### src/rtl/vscale_wb_unit.sv
// vscale_wb_unit: writeback-side producer for the integer register file.
// It merges in-order results (source A, always first) with long-latency
// results (source B, buffered in a small FIFO) onto the single registered
// write port. It also keeps a pending scoreboard for issued long-latency
// ops and reports read-after-write hazards on the two read addresses.
// Optional feature macro: VSCALE_WB_BYPASS_EN (forwards the registered write
// to the read ports instead of flagging it as a hazard).
//
// Handshake (source B): a transfer happens on a rising edge where
// b_valid && b_ready. b_ready depends only on FIFO occupancy, never on
// b_valid. Once b_valid is asserted, the producer keeps b_valid/b_wa/b_wd
// stable until the transfer completes.
module vscale_wb_unit #(
    parameter int XPR_LEN        = 32,
    parameter int REG_ADDR_WIDTH = 5,
    parameter int BUF_DEPTH      = 2
) (
    input  logic                      clk,
    input  logic                      reset,
    input  logic                      a_valid,
    input  logic [REG_ADDR_WIDTH-1:0] a_wa,
    input  logic [XPR_LEN-1:0]        a_wd,
    input  logic                      b_valid,
    output logic                      b_ready,
    input  logic [REG_ADDR_WIDTH-1:0] b_wa,
    input  logic [XPR_LEN-1:0]        b_wd,
    input  logic                      iss_valid,
    input  logic [REG_ADDR_WIDTH-1:0] iss_wa,
    output logic                      iss_stall,
    input  logic [REG_ADDR_WIDTH-1:0] ra1,
    input  logic [REG_ADDR_WIDTH-1:0] ra2,
    output logic                      hazard1,
    output logic                      hazard2,
    output logic [XPR_LEN-1:0]        byp1_data,
    output logic [XPR_LEN-1:0]        byp2_data,
    output logic                      wen,
    output logic [REG_ADDR_WIDTH-1:0] wa,
    output logic [XPR_LEN-1:0]        wd
);

    localparam int NREG  = 1 << REG_ADDR_WIDTH;
    localparam int PTR_W = (BUF_DEPTH > 1) ? $clog2(BUF_DEPTH) : 1;
    localparam int CNT_W = PTR_W + 1;
    localparam logic [CNT_W-1:0] FULL_CNT = CNT_W'(BUF_DEPTH);

    // FIFO storage and bookkeeping
    logic [REG_ADDR_WIDTH-1:0] fifo_wa [BUF_DEPTH];
    logic [XPR_LEN-1:0]        fifo_wd [BUF_DEPTH];
    logic [PTR_W-1:0]          rd_ptr;
    logic [PTR_W-1:0]          wr_ptr;
    logic [CNT_W-1:0]          count;

    logic [NREG-1:0]           pending;

    logic                      fifo_empty;
    logic                      sel_a;
    logic                      push;
    logic                      pop;
    logic                      iss_set;
    logic [REG_ADDR_WIDTH-1:0] head_wa;
    logic [XPR_LEN-1:0]        head_wd;
    logic                      inflight1;
    logic                      inflight2;

    assign fifo_empty = (count == '0);
    assign b_ready    = (count != FULL_CNT);
    // x0 results are accepted but dropped, so they never occupy a slot.
    assign push       = b_valid && b_ready && (b_wa != '0);
    assign sel_a      = a_valid && (a_wa != '0);
    // Pop only what was already stored: no same-cycle pass-through.
    assign pop        = !sel_a && !fifo_empty;
    assign head_wa    = fifo_wa[rd_ptr];
    assign head_wd    = fifo_wd[rd_ptr];
    assign iss_set    = iss_valid && (iss_wa != '0);

    assign iss_stall  = iss_valid && pending[iss_wa];
    assign inflight1  = wen && (wa == ra1);
    assign inflight2  = wen && (wa == ra2);

`ifdef VSCALE_WB_BYPASS_EN
    // The registered write is forwarded, so only pending ops are hazards.
    assign hazard1   = (ra1 != '0) && pending[ra1];
    assign hazard2   = (ra2 != '0) && pending[ra2];
    assign byp1_data = (inflight1 && (ra1 != '0)) ? wd : '0;
    assign byp2_data = (inflight2 && (ra2 != '0)) ? wd : '0;
`else
    // Without forwarding the registered write is a hazard until it lands.
    assign hazard1   = (ra1 != '0) && (pending[ra1] || inflight1);
    assign hazard2   = (ra2 != '0) && (pending[ra2] || inflight2);
    assign byp1_data = '0;
    assign byp2_data = '0;
`endif

    // FIFO storage write; contents need no reset since count gates them.
    always_ff @(posedge clk) begin
        if (push) begin
            fifo_wa[wr_ptr] <= b_wa;
            fifo_wd[wr_ptr] <= b_wd;
        end
    end

    // FIFO pointers and occupancy count.
    always_ff @(posedge clk) begin
        if (reset) begin
            rd_ptr <= '0;
            wr_ptr <= '0;
            count  <= '0;
        end else begin
            if (push) wr_ptr <= wr_ptr + PTR_W'(1);
            if (pop)  rd_ptr <= rd_ptr + PTR_W'(1);
            case ({push, pop})
                2'b10:   count <= count + CNT_W'(1);
                2'b01:   count <= count - CNT_W'(1);
                default: count <= count;
            endcase
        end
    end

    // Registered write port: A first, else FIFO head, else idle holding wa/wd.
    always_ff @(posedge clk) begin
        if (reset) begin
            wen <= 1'b0;
            wa  <= '0;
            wd  <= '0;
        end else if (sel_a) begin
            wen <= 1'b1;
            wa  <= a_wa;
            wd  <= a_wd;
        end else if (pop) begin
            wen <= 1'b1;
            wa  <= head_wa;
            wd  <= head_wd;
        end else begin
            wen <= 1'b0;
        end
    end

    // Pending scoreboard: clear on pop, set on issue (set wins), x0 never set.
    always_ff @(posedge clk) begin
        if (reset) begin
            pending <= '0;
        end else begin
            if (pop)     pending[head_wa] <= 1'b0;
            if (iss_set) pending[iss_wa]  <= 1'b1;
            pending[0] <= 1'b0;
        end
    end

endmodule

### config.mk
export PLATFORM = sky130hd
export DESIGN_NAME = vscale_wb_unit
export DESIGN_NICKNAME = d
export VERILOG_FILES = /design/src/rtl/vscale_wb_unit.sv
export SDC_FILE = /design/constraint.sdc
export NUM_CORES = 1
export LEC_CHECK = 0
export ABC_AREA = 0
export BUFFER_PORTS_ARGS = -buffer_cell sky130_fd_sc_hd__clkbuf_2
export CAP_MARGIN = 20
export CORE_ASPECT_RATIO = 0.7
export CORE_MARGIN = 2
export CORE_UTILIZATION = 53
export DETAILED_ROUTE_END_ITERATION = 10
export PLACE_DENSITY = 0.89
export SETUP_SLACK_MARGIN = 0.3
export SYNTH_ARGS = -nofsm -noshare
export SYNTH_HDL_FRONTEND = slang
export SYNTH_SLANG_ARGS = --single-unit
### constraint.sdc
create_clock -name clk -period 3.39 [get_ports clk]
set_clock_uncertainty 0.1 [all_clocks]
set_input_delay 0.1695 -clock clk [delete_from_list [all_inputs] [get_ports clk]]
set_output_delay 0.1695 -clock clk [all_outputs]
set_load 0.03 [all_outputs]
Yosys cells after proc, flatten, opt, wreduce, memory -nomap -nowiden
Memories as Yosys holds them, arrays and structs flattened. A register that Yosys moved wholly into a read port is not among the register bits.
Cells that the tools add are included.
{"block": "word_totals", "ff_bits": 74, "mem_bits_rw": 74, "n_memories": 2}
{"block": "op_classes", "addsub": 4, "order_cmp": 6, "eq_ne": 5, "n_mux": 26, "bitwise": 3, "reduce_logical": 24}
{"memory": "fifo_wd", "depth": 2, "word_bits": 32, "rd": 1, "rd_clocked_by_memory_dff": 1, "wr": 1, "line": "48", "rtl": "logic [XPR_LEN-1:0] fifo_wd [BUF_DEPTH];"}
{"memory": "fifo_wa", "depth": 2, "word_bits": 5, "rd": 1, "rd_clocked_by_memory_dff": 1, "wr": 1, "line": "47", "rtl": "logic [REG_ADDR_WIDTH-1:0] fifo_wa [BUF_DEPTH];"}
{"op": "two-way mux 32 bit", "count": 5}
{"op": "AND 32 bit", "count": 1}
{"op": "inverter 32 bit", "count": 1}
{"op": "OR 32 bit", "count": 1}
{"op": "nonzero test 5 bit", "count": 5}
{"op": "< comparator 5 x 6 -> 1 bit (second input constant)", "count": 4}
{"op": "binary-select mux 1 bit (select 5 bit)", "count": 3}
{"op": "two-way mux 1 bit", "count": 13}
{"op": "logical AND 1 bit", "count": 12}
{"op": "demux 1 bit (select 5 bit)", "count": 2}
{"op": "== test 5 bit", "count": 2}
{"op": ">= comparator 5 x 1 -> 1 bit (second input constant)", "count": 2}
{"op": "two-way mux 5 bit", "count": 2}
{"op": "one-hot mux 2 bit (2 select lines)", "count": 1}
{"op": "nonzero test 2 bit", "count": 2}
{"op": "adder 1 bit (second input constant)", "count": 2}
{"op": "adder 2 x 1 -> 2 bit (second input constant)", "count": 1}
{"op": "== test 2 x 1 -> 1 bit (second input constant)", "count": 1}
{"op": "== test 2 bit (second input constant)", "count": 1}
{"op": "logical NOT 1 bit", "count": 2}
{"op": "logical NOT 2 bit", "count": 1}
{"op": "logical OR 1 bit", "count": 2}
{"op": "!= test 2 bit (second input constant)", "count": 1}
{"op": "subtractor 2 x 1 -> 2 bit (second input constant)", "count": 1}

Logic depth before layout (Yosys ltp)
{"block": "depth", "word_depth": 10, "mapped_depth": 9, "mapped_depth_nobuf": 7}

Least setup slack after synthesis
OpenSTA, ideal clock, no wires.
{"block": "synth_timing", "path_type": "register -> register", "start": "reg count[0]", "end": "mem fifo_wa[0][0], enable pin", "setup_time_ns": 0.431, "t_arrival_ns": 2.547, "slack_ns": 0.312, "path_stages_with_launch": 4, "period_less_slack_ns": 3.078, "cell_sequence": "dfxtp_1 > nand2b_1 > o211ai_1 > nor2_1"}
{"block": "synth_between", "elab_chain_len": 5}
{"item": "start: declaration", "line": "51", "rtl": "logic [CNT_W-1:0] count;"}
{"item": "start signal: assignment", "line": "112", "rtl": "2'b10: count <= count + CNT_W'(1);"}
{"item": "start signal: assignment", "line": "113", "rtl": "2'b01: count <= count - CNT_W'(1);"}
{"item": "start signal: assignment", "line": "114", "rtl": "default: count <= count;"}
{"item": "!= test 2 bit", "line": "66", "rtl": "assign b_ready = (count != FULL_CNT);"}
{"item": "named net b_ready", "line": "24", "rtl": "output logic b_ready,"}
{"item": "logical AND 1 bit (2 in series)", "line": "68", "rtl": "assign push = b_valid && b_ready && (b_wa != '0);"}
{"item": "two-way mux 1 bit", "line": "96", "rtl": "if (push) begin"}
{"item": "two-way mux 1 bit (implied by the code)", "line": "97", "rtl": "fifo_wa[wr_ptr] <= b_wa;"}
{"item": "end: declaration", "line": "47"}
The timed path passes the listed nets, and every way through them passes these cells.

Worst setup path in the final report
{"block": "layout_timing", "start": "in b_wa[3]", "end": "reg count[1]"}
{"block": "layout_between", "elab_chain_len": 4, "elab_cells_between_ends": 6, "cone_classes": "2 x eq/ne; 1 x mux; 3 x reduce/logical"}
{"item": "start: declaration", "line": "25", "rtl": "input logic [REG_ADDR_WIDTH-1:0] b_wa,"}
{"item": "nonzero test 5 bit (*)", "line": "68"}
{"item": "logical AND 1 bit (*)", "line": "68"}
{"item": "== test 2 x 1 -> 1 bit or == test 2 bit (tied branches)", "line": "111", "rtl": "case ({push, pop})"}
{"item": "one-hot mux 2 bit (2 select lines) or nonzero test 2 bit (tied branches)"}
Every way passes the cells marked *; elsewhere a longest branch is shown, timed or not.
A chain may end at the register's enable or synchronous reset.

==> out/metrics.cfg <==
[outcome]
status = finished, final reports clean

[global_route]
gr-total-overflow = 0
grt.total_usage = 0.2726
antenna_found_initial = 2
grt_max_degree = 51
grt_pass1_vias = 5978
grt_pass1_wl_mm = 30.57

[setup_path]
crit_buf_inv = 2
critPathKind = input port to flip-flop
path_cells = dlygate4sd3_1, clkbuf_2, or4_1, o211ai_1, ha_1, or3_1, a21oi_1
critPathCaptureType = flip-flop
path_depth = 7
reg2reg_depth = 4
critical_path_required_ns = 3.64
slowest_stage = o211ai_1
arrival_ns = 2.87
crit_fanout = 4
worst_setup_path_start_kind = input port
cp_top_family = simple AND/OR/NAND/NOR gates
slowest_delay_ns = 0.58

[sta]
slew-limit-headroom = 0.4506
rsz0062_at_grt = no
period_minus_slack_ns = 2.618
min_period_over_period = 0.7722
worst_pin_slew_ns = 0.8241
finalSetupTns_ns = 0
finalHoldViolCount = 0
setup_viol_count_final = 0
fmax_mhz = 382.0
slew_violations = 0

[floorplan]
io_pins = 200
core_area_mm2 = 0.01331
fp.dieH_um = 102.4
num_rows = 35
dieArea_mm2 = 0.01480
die_w_um = 144.5
floorplan.initialDensity = 0.5504

[route]
wl_mm = 19.93
viasPerCell = 5.758
initialDrtViolationCount = 631
postRouteAntennaNets = 0
drc = 0
wl_per_cell_um = 18.58
drt_first_pass_iters = 5
vias = 6178

[logic_synthesis]
synthesis.area_mm2 = 0.007327
avgSynthCellArea_um2 = 10.73
synth_edf_count = 74
ys.flop_type = edfxtp_1
syn_inst = 683
yosys_register_bits = 148
ys_warn_count = 0
synthDistinctLibCells = 50
async_reset_ff_frac = 0
yosysSeqAreaShare = 0.5055

[layout]
final_cell_mix = 135 x clkbuf_2, 116 x nand2_1, 77 x dlygate4sd3_1
nets = 969
area_growth_pct = 25.99
fill_cells = 885
final_common_cell = clkbuf_2
drive_gt1_frac = 0.2368
final_area_mm2 = 0.009231

[clock_tree]
clk_path_buf_depth = 2
cts_resized = 0
clock-root-buffer = clkbuf_16
cts.htree.levels = 4
clock_latency_ns = 0.42
cts_sinks = 148
cts_buffers = 17
cts_setup_buffers = 0
path_clk_slew_ns = 0.07
cts_tree = yes

[placed_design]
placed_cell_area_mm2 = 0.007851
port_buffers = 135
dpl.hpwl_mm = 12.50
routabilityCongestion = 0.9503

[worst_hold_path]
hold_path.class = input port to flip-flop
hold_path_depth = 3

[pwr]
powerDensity_mw_per_mm2 = 657.2
leakage_nw = 3.516
peakVddDrop_mv = 0.4129

[run]
drv_cap = 0

[what timing repair did]
item | 4_1_cts | 5_1_grt
hold buffers | 77 | 0
hold endpoints to repair | 111 | 0
setup endpoints to repair | 0 | 0
[power breakdown]
part	total [mW]	switching, mW	internal [mW]
clock	1.88	0.882	1.00
combinational	1.84	1.27	0.571
sequential	2.34	0.161	2.18
[synthesized netlist by cell type (all sizes together), types with 2 or more instances]
master,count,share of area
o22ai,2,0.0017
or4,4,0.0046
inv,4,0.0020
o21ai,5,0.0039
and3,2,0.0017
nand3,4,0.0027
a21oi,75,0.051
edfxtp,74,0.30
nor2b,5,0.0043
nand4,2,0.0017
mux2i,41,0.056
clkbuf,26,0.013
o41ai,31,0.037
or3,3,0.0026
o21bai,2,0.0020
nor3,3,0.0020
buf,85,0.082
o32a,2,0.0027
xnor2,10,0.012
dfxtp,74,0.20
mux2,10,0.015
o211ai,37,0.038
mux4,19,0.058
nor4,2,0.0017
nor2,18,0.0092
nand2,116,0.059
o2111ai,2,0.0024
nand2b,8,0.0068
a221oi,2,0.0024
[cell families (layout without fill, tap and decap cells)]
logic type,after synthesis,in the layout,share of synthesized area
AO/OA/AOI/OAI,166,166,0.1516
XOR/XNOR,11,11,0.01315
adder cells (fa/ha/maj),1,1,0.001707
buffers and inverters,115,256,0.09699
flip-flops,148,148,0.5055
multiplexers,70,70,0.1298
other,1,65,0.0005118
AND/OR/NAND/NOR,171,171,0.1008
[flip-flops by register name, indices dropped and copies added (netlist names), named ones only]
name     flops
count        2
pending     31
fifo_wa     10
wa           5
fifo_wd     64
rd_ptr       1
wd          32
wen          1
wr_ptr       1
[per-stage QoR]
step / setup WS, ns / power [mW] / utilization / cells / hold slack [ns]
global placement: 1.011 / 4.048 / 0.5898 / 963 / 0.2579
CTS: 0.8231 / 6.022 / 0.6932 / 1072 / 0.02045
detailed placement: 0.9585 / 4.088 / 0.5898 / 963 / 0.2618
global route: 0.6814 / 6.330 / 0.6934 / 1073 / 0.06226
finish: 0.7723 / 6.067 / 0.6934 / 1073 / 0.05251
floorplan: 0.3116 / 3.675 / - / 746 / 0.1684
[path summary, 6_finish.rpt]
kind / start / end / slack [ns]
setup / recovery: b_wa[3] / count[1]$_SDFFE_PP0P_ / 0.77
hold / removal: a_valid / wa[2]$_SDFFE_PP0P_ / 0.05
setup reg to reg: count[0]$_SDFFE_PP0P_ / pending[19]$_SDFF_PP0_ / 0.97
hold reg to reg: pending[27]$_SDFF_PP0_ / pending[27]$_SDFF_PP0_ / 0.41
[layout make-up]
type	count	area [µm²]	share of cell area
inverter	4	15.01	0.001626
tap	185	231.5	0.02507
sequential	148	3705	0.4013
timing repair buffer	220	1506	0.1632
antenna	1	2.502	0.0002711
clock inverter	15	181.4	0.01965
multi-input combinational	483	3164	0.3428
clock buffer	17	425.4	0.04608
[worst register-to-register path: cells and delay by family, from the launching register on]
kind               cells  cell delay [ns]
DFF                    1             0.42
AOI/OAI and AO/OA      2             0.71
and+or+nand+nor        2             1.05
[metal layers]
metal,GRT usage,wire (µm)
met2,0.4404,9463
met5,0,0
met3,0.07498,2020
met4,0.08962,297
met1,0.3609,8150
Power figures use the tool's default switching activity.
